`src/rtl/alu_op_scheduler.sv`:
```
// alu_op_scheduler
// Shares one iterative AND/OR/SLL/SRA unit between two requesters using
// round-robin arbitration. Shifts go through one barrel stage per clock
// (16 at accept, then 8, 4, 2, 1), so only a single 32-bit stage register
// is needed. Results come back on one response channel tagged with the
// issuing requester's ID.
//
// Handshake: a transfer happens on a rising edge where valid and ready are
// both high. reqN_ready is combinational from the valids, so requesters
// must not wait for ready before raising valid. They hold op/a/b stable
// until accepted. resp_valid stays high, with resp_id/resp_data stable,
// until resp_ready is seen high.
//
// Ports:
//   clock, reset        single clock, synchronous active-high reset
//   req0_* / req1_*     valid, ready, op (00 AND, 01 OR, 10 SLL, 11 SRA),
//                       a, b (shifts use b[4:0])
//   resp_valid/ready    result handshake
//   resp_id, resp_data  registered result tag and value
//   dbg_state           current FSM state (0 IDLE, 1 SHIFT, 2 RESP)
module alu_op_scheduler (
  input  logic        clock,
  input  logic        reset,
  input  logic        req0_valid,
  output logic        req0_ready,
  input  logic [1:0]  req0_op,
  input  logic [31:0] req0_a,
  input  logic [31:0] req0_b,
  input  logic        req1_valid,
  output logic        req1_ready,
  input  logic [1:0]  req1_op,
  input  logic [31:0] req1_a,
  input  logic [31:0] req1_b,
  output logic        resp_valid,
  input  logic        resp_ready,
  output logic        resp_id,
  output logic [31:0] resp_data,
  output logic [1:0]  dbg_state
);

  localparam logic [1:0] S_IDLE  = 2'd0;
  localparam logic [1:0] S_SHIFT = 2'd1;
  localparam logic [1:0] S_RESP  = 2'd2;

  logic [1:0]  state_q, state_d;
  logic        last_q, last_d;
  logic [1:0]  step_q, step_d;
  logic        sra_q, sra_d;
  // amt[4] is consumed at accept time, so only the low four bits are kept.
  logic [3:0]  amt_q, amt_d;
  logic        id_q, id_d;
  // Stage register; it also holds the final result shown on resp_data.
  logic [31:0] data_q, data_d;

  logic        grant0, grant1, idle;
  logic [1:0]  sel_op;
  logic [31:0] sel_a, sel_b;

  // One of the 8/4/2/1 stages. SRA fills with the current bit 31.
  function automatic logic [31:0] shift_stage(input logic [31:0] v,
                                              input logic sra,
                                              input logic [1:0] step);
    logic f;
    f = sra & v[31];
    case (step)
      2'd0:    return sra ? {{8{f}}, v[31:8]} : {v[23:0], 8'b0};
      2'd1:    return sra ? {{4{f}}, v[31:4]} : {v[27:0], 4'b0};
      2'd2:    return sra ? {{2{f}}, v[31:2]} : {v[29:0], 2'b0};
      default: return sra ? {f, v[31:1]}     : {v[30:0], 1'b0};
    endcase
  endfunction

  // last_q==1 means requester 1 was granted last, so requester 0 wins a tie.
  assign idle   = (state_q == S_IDLE);
  assign grant0 = req0_valid & (~req1_valid | last_q);
  assign grant1 = req1_valid & (~req0_valid | ~last_q);

  assign req0_ready = idle & grant0 & ~reset;
  assign req1_ready = idle & grant1 & ~reset;

  assign sel_op = grant1 ? req1_op : req0_op;
  assign sel_a  = grant1 ? req1_a  : req0_a;
  assign sel_b  = grant1 ? req1_b  : req0_b;

  assign resp_valid = (state_q == S_RESP);
  assign resp_id    = id_q;
  assign resp_data  = data_q;
  assign dbg_state  = state_q;

  always_comb begin
    state_d = state_q;
    last_d  = last_q;
    step_d  = step_q;
    sra_d   = sra_q;
    amt_d   = amt_q;
    id_d    = id_q;
    data_d  = data_q;
    case (state_q)
      S_IDLE: begin
        if (grant0 | grant1) begin
          last_d = grant1;
          id_d   = grant1;
          sra_d  = sel_op[0];
          amt_d  = sel_b[3:0];
          case (sel_op)
            2'b00: begin
              data_d  = sel_a & sel_b;
              state_d = S_RESP;
            end
            2'b01: begin
              data_d  = sel_a | sel_b;
              state_d = S_RESP;
            end
            default: begin
              // The 16-bit stage is folded into the accept cycle.
              if (sel_b[4]) begin
                data_d = sel_op[0] ? {{16{sel_a[31]}}, sel_a[31:16]}
                                   : {sel_a[15:0], 16'b0};
              end else begin
                data_d = sel_a;
              end
              step_d  = 2'd0;
              state_d = S_SHIFT;
            end
          endcase
        end
      end
      S_SHIFT: begin
        // Every stage is visited even when its bit is clear, which keeps
        // the latency fixed.
        if (amt_q[2'd3 - step_q]) begin
          data_d = shift_stage(data_q, sra_q, step_q);
        end
        step_d = step_q + 2'd1;
        if (step_q == 2'd3) begin
          state_d = S_RESP;
        end
      end
      S_RESP: begin
        if (resp_ready) begin
          state_d = S_IDLE;
        end
      end
      default: state_d = S_IDLE;
    endcase
  end

  always_ff @(posedge clock) begin
    if (reset) begin
      state_q <= S_IDLE;
      last_q  <= 1'b1;
      step_q  <= 2'd0;
      sra_q   <= 1'b0;
      amt_q   <= 4'd0;
      id_q    <= 1'b0;
      data_q  <= 32'd0;
    end else begin
      state_q <= state_d;
      last_q  <= last_d;
      step_q  <= step_d;
      sra_q   <= sra_d;
      amt_q   <= amt_d;
      id_q    <= id_d;
      data_q  <= data_d;
    end
  end

endmodule

```
`config.mk`:
```
export PLATFORM = sky130hd
export DESIGN_NAME = alu_op_scheduler
export DESIGN_NICKNAME = d
export VERILOG_FILES = /design/src/rtl/alu_op_scheduler.sv
export SDC_FILE = /design/constraint.sdc
export NUM_CORES = 1
export LEC_CHECK = 0
export BUFFER_PORTS_ARGS = -buffer_cell sky130_fd_sc_hd__buf_2
export CAP_MARGIN = 15
export CORE_UTILIZATION = 52
export DETAILED_ROUTE_END_ITERATION = 8
export PLACE_DENSITY = 0.8
export SYNTH_ARGS = -nofsm -noshare
export SYNTH_HDL_FRONTEND = slang
export SYNTH_SLANG_ARGS = --single-unit
export TNS_END_PERCENT = 20
```
`constraint.sdc`:
```
create_clock -name clock -period 6.1 [get_ports clock]
set_clock_uncertainty 0.1 [all_clocks]
set_input_delay 0.61 -clock clock [delete_from_list [all_inputs] [get_ports clock]]
set_output_delay 0.61 -clock clock [all_outputs]
set_load 0.01 [all_outputs]
```
==> impl_metrics.json <==
{
  "clock_tree.buffer_depth": 2,
  "p_per_area_mw_per_mm2": 205.3,
  "dp.cells": 1118,
  "grt_use_total": 0.3924,
  "ios": 175,
  "num_rows": 39,
  "synth_area_mm2": 0.006131,
  "grt_max_degree": 67,
  "multi_input_area_mm2": 0.004691,
  "worst-r2r-setup-slack_ns": 2.98,
  "hold_violations": 0,
  "ys_top_cells_by_count": "76 x nand2_1, 72 x o21ai_0, 57 x a21oi_1",
  "via_per_inst": 7.085,
  "postRouteAntennaNets": 0,
  "slew_violations": 0,
  "synth-seq-cells": 43,
  "worstReg2RegEnd": "resp_data[25]",
  "fin_tns_setup_ns": 0,
  "drc": 1,
  "max_freq_mhz": 320.2,
  "worst-path-max-fanout": 58,
  "dr.pass1.iters": 9,
  "grt_pass1_vias": 6923,
  "r2r_start": "sra_q",
  "seq_area_um2": 862.1,
  "drv_cap": 0,
  "synth_top_cell_area_share": 0.1404,
  "holdPathEnd": "resp_id",
  "yosysSeqAreaShare": 0.1404,
  "synthDominantAreaCellType": "dfxtp_1",
  "yosys_most_used_dff": "dfxtp_1",
  "fp.coreArea_mm2": 0.01147,
  "cts_buffers": 5,
  "rsz0062_at_grt": "false",
  "cts_sinks": 43,
  "place_congestion": 0.9939,
  "period_share": 0.5120,
  "nFillCells": 1086,
  "cts_resized": 0,
  "start_util": 0.5346,
  "path_class": "reg -> reg",
  "overflow": 0,
  "portBuffers": 174,
  "hp-class": "reg -> reg",
  "num_vias": 7978,
  "p_total_mw": 1.437,
  "area_delta_synth_final_pct": 14.18,
  "worstPathRequired_ns": 6.20,
  "synth_nets": 1024,
  "dpl.hpwl_mm": 17.82,
  "reg2regPathDepth": 6,
  "num_antenna_cells": 0,
  "drt-initial-drc-count": 1600,
  "antenna_found_initial": 0,
  "synth_cell_types": 76,
  "wl_per_cell_um": 22.20,
  "grt_pass1_wl_mm": 38.74,
  "cts_tree": "yes",
  "finalNonFillerCells": 1126,
  "root_buffer": "clkbuf_16",
  "arrival_ns": 3.22,
  "die_w_um": 110.6,
  "die_h_um": 110.6,
  "hold_path_depth": 1,
  "yosys_warnings": 0,
  "synth_edf_count": 0,
  "endpoint_kind": "flip-flop",
  "routed_wirelength_mm": 25.00,
  "ys_top_cells_by_area": "dfxtp_1 14%, o21ai_0 5.9%, maj3_1 4.9%",
  "nNetsFinal": 1123,
  "syn_inst": 883,
  "min-delay-start": "resp_id",
  "drive_gt1_frac": 0.2330,
  "setup_viol": 0,
  "die_area_mm2": 0.01223,
  "async_flop_share": 0,
  "avgSynthCellArea_um2": 6.943,
  "synth_most_common_cell": "nand2_1",
  "period_minus_slack_ns": 3.123,
  "p_leak_nw": 2.859,
  "status": "complete, but fails checks",
  "clkTransAtPathRegs_ns": 0.07,
  "start_kind": "flip-flop",
  "maxSlewHeadroom": 0.2838,
  "failed_checks": "design-rule violations",
  "cts_hold_buf": 0,
  "htreeDepth": 2,
  "worst_pin_slew_ns": 1.047,
  "post-cts-setup-buffers": 0,
  "peakVddDrop_mv": 0.1212,
  "insertion_delay_ns": 0.30
}
-- how the worst max path moves through the flow --
stage,startpoint,to,cells past startpoint
finish,sra_q,resp_data[25],6
global route,sra_q,resp_data[25],6
CTS,sra_q,resp_data[25],6
detailed placement,req0_valid,resp_data[7],6
global placement,req0_valid,resp_data[16],6
floorplan,req1_valid,req1_ready,5
-- where the power goes --
| group | total [mW] | internal, mW | leakage, nW | switching, mW |
|---|---|---|---|---|
| logic | 0.695 | 0.275 | 2.42 | 0.420 |
| clock network | 0.318 | 0.193 | 0.0838 | 0.125 |
| registers | 0.424 | 0.327 | 0.356 | 0.0970 |
-- registers in the layout, summed over array words and instances, names as in the netlist, named ones only --
signal	cells
last_q	1
dbg_state	2
step_q	2
amt_q	4
resp_data	31
sra_q	1
resp_id	1
-- cells by family (layout without fill, tap and decap cells) --
group,Yosys count,after routing,synth area share
fa+ha+maj,34,34,0.05714
flops,43,43,0.1404
compound gates,345,345,0.4006
buf+inv,129,229,0.09612
mux,25,25,0.04612
simple gates,307,307,0.2596
-- cells in the final DEF, fill, tap and decap left out, types with 7 or more instances in the layout --
master,count
nand2_1,76
buf_4,14
nand3_1,17
nand2b_1,26
nand4_1,16
dfxtp_1,42
a2bb2oi_1,7
a222oi_1,10
inv_1,33
mux2i_1,15
nor2b_1,34
o22ai_1,17
buf_2,174
o221ai_1,28
a31oi_1,23
and2_1,24
o2bb2ai_1,7
a311oi_1,14
a21o_1,10
o21ai_0,72
a21oi_1,57
nor2_1,53
nor4b_1,7
o211ai_1,11
nor3_1,23
o31ai_1,12
a211oi_1,13
maj3_1,30
-- layer usage --
layer | GRT usage | wire length [um] | part of all wire | vias up
met4 | 0.1733 | 1104 | 0.044 | 0
met1 | 0.5551 | 9759 | 0.39 | 3626
met5 | 0 | 0 | 0 | -
met2 | 0.5776 | 10580 | 0.42 | 704
li1 | - | - | - | 3554
met3 | 0.07025 | 3556 | 0.14 | 94
-- final cells by class --
type | count | share of cell area
clock inverters | 3 | 0.006256
clock buffers | 5 | 0.01787
multi-input cells | 711 | 0.6701
flip-flops and latches | 43 | 0.1231
inverters | 33 | 0.01769
well taps | 143 | 0.02556
repair buffers | 188 | 0.1394
-- per-stage QoR --
stage	cell area, um^2	utilization	setup slack [ns]	hold slack (ns)
CTS	7000	0.6105	3.167	0.3524
finish	7000	0.6105	2.977	0.3513
detailed placement	6832	0.5957	2.918	0.3364
global placement	6824	0.5951	2.941	0.3320
floorplan	6131	-	3.670	0.3731
global route	7000	0.6105	2.930	0.3978
-- critical path: stages (launching register included) --
cell and delay [ns]:
dfxtp_2 0.66, buf_4 0.54, nand2b_1 0.21, nand2b_1 0.06, a2111oi_0 0.93, o22ai_1 0.21
a32o_1 0.29
Power figures use the tool's default switching activity.
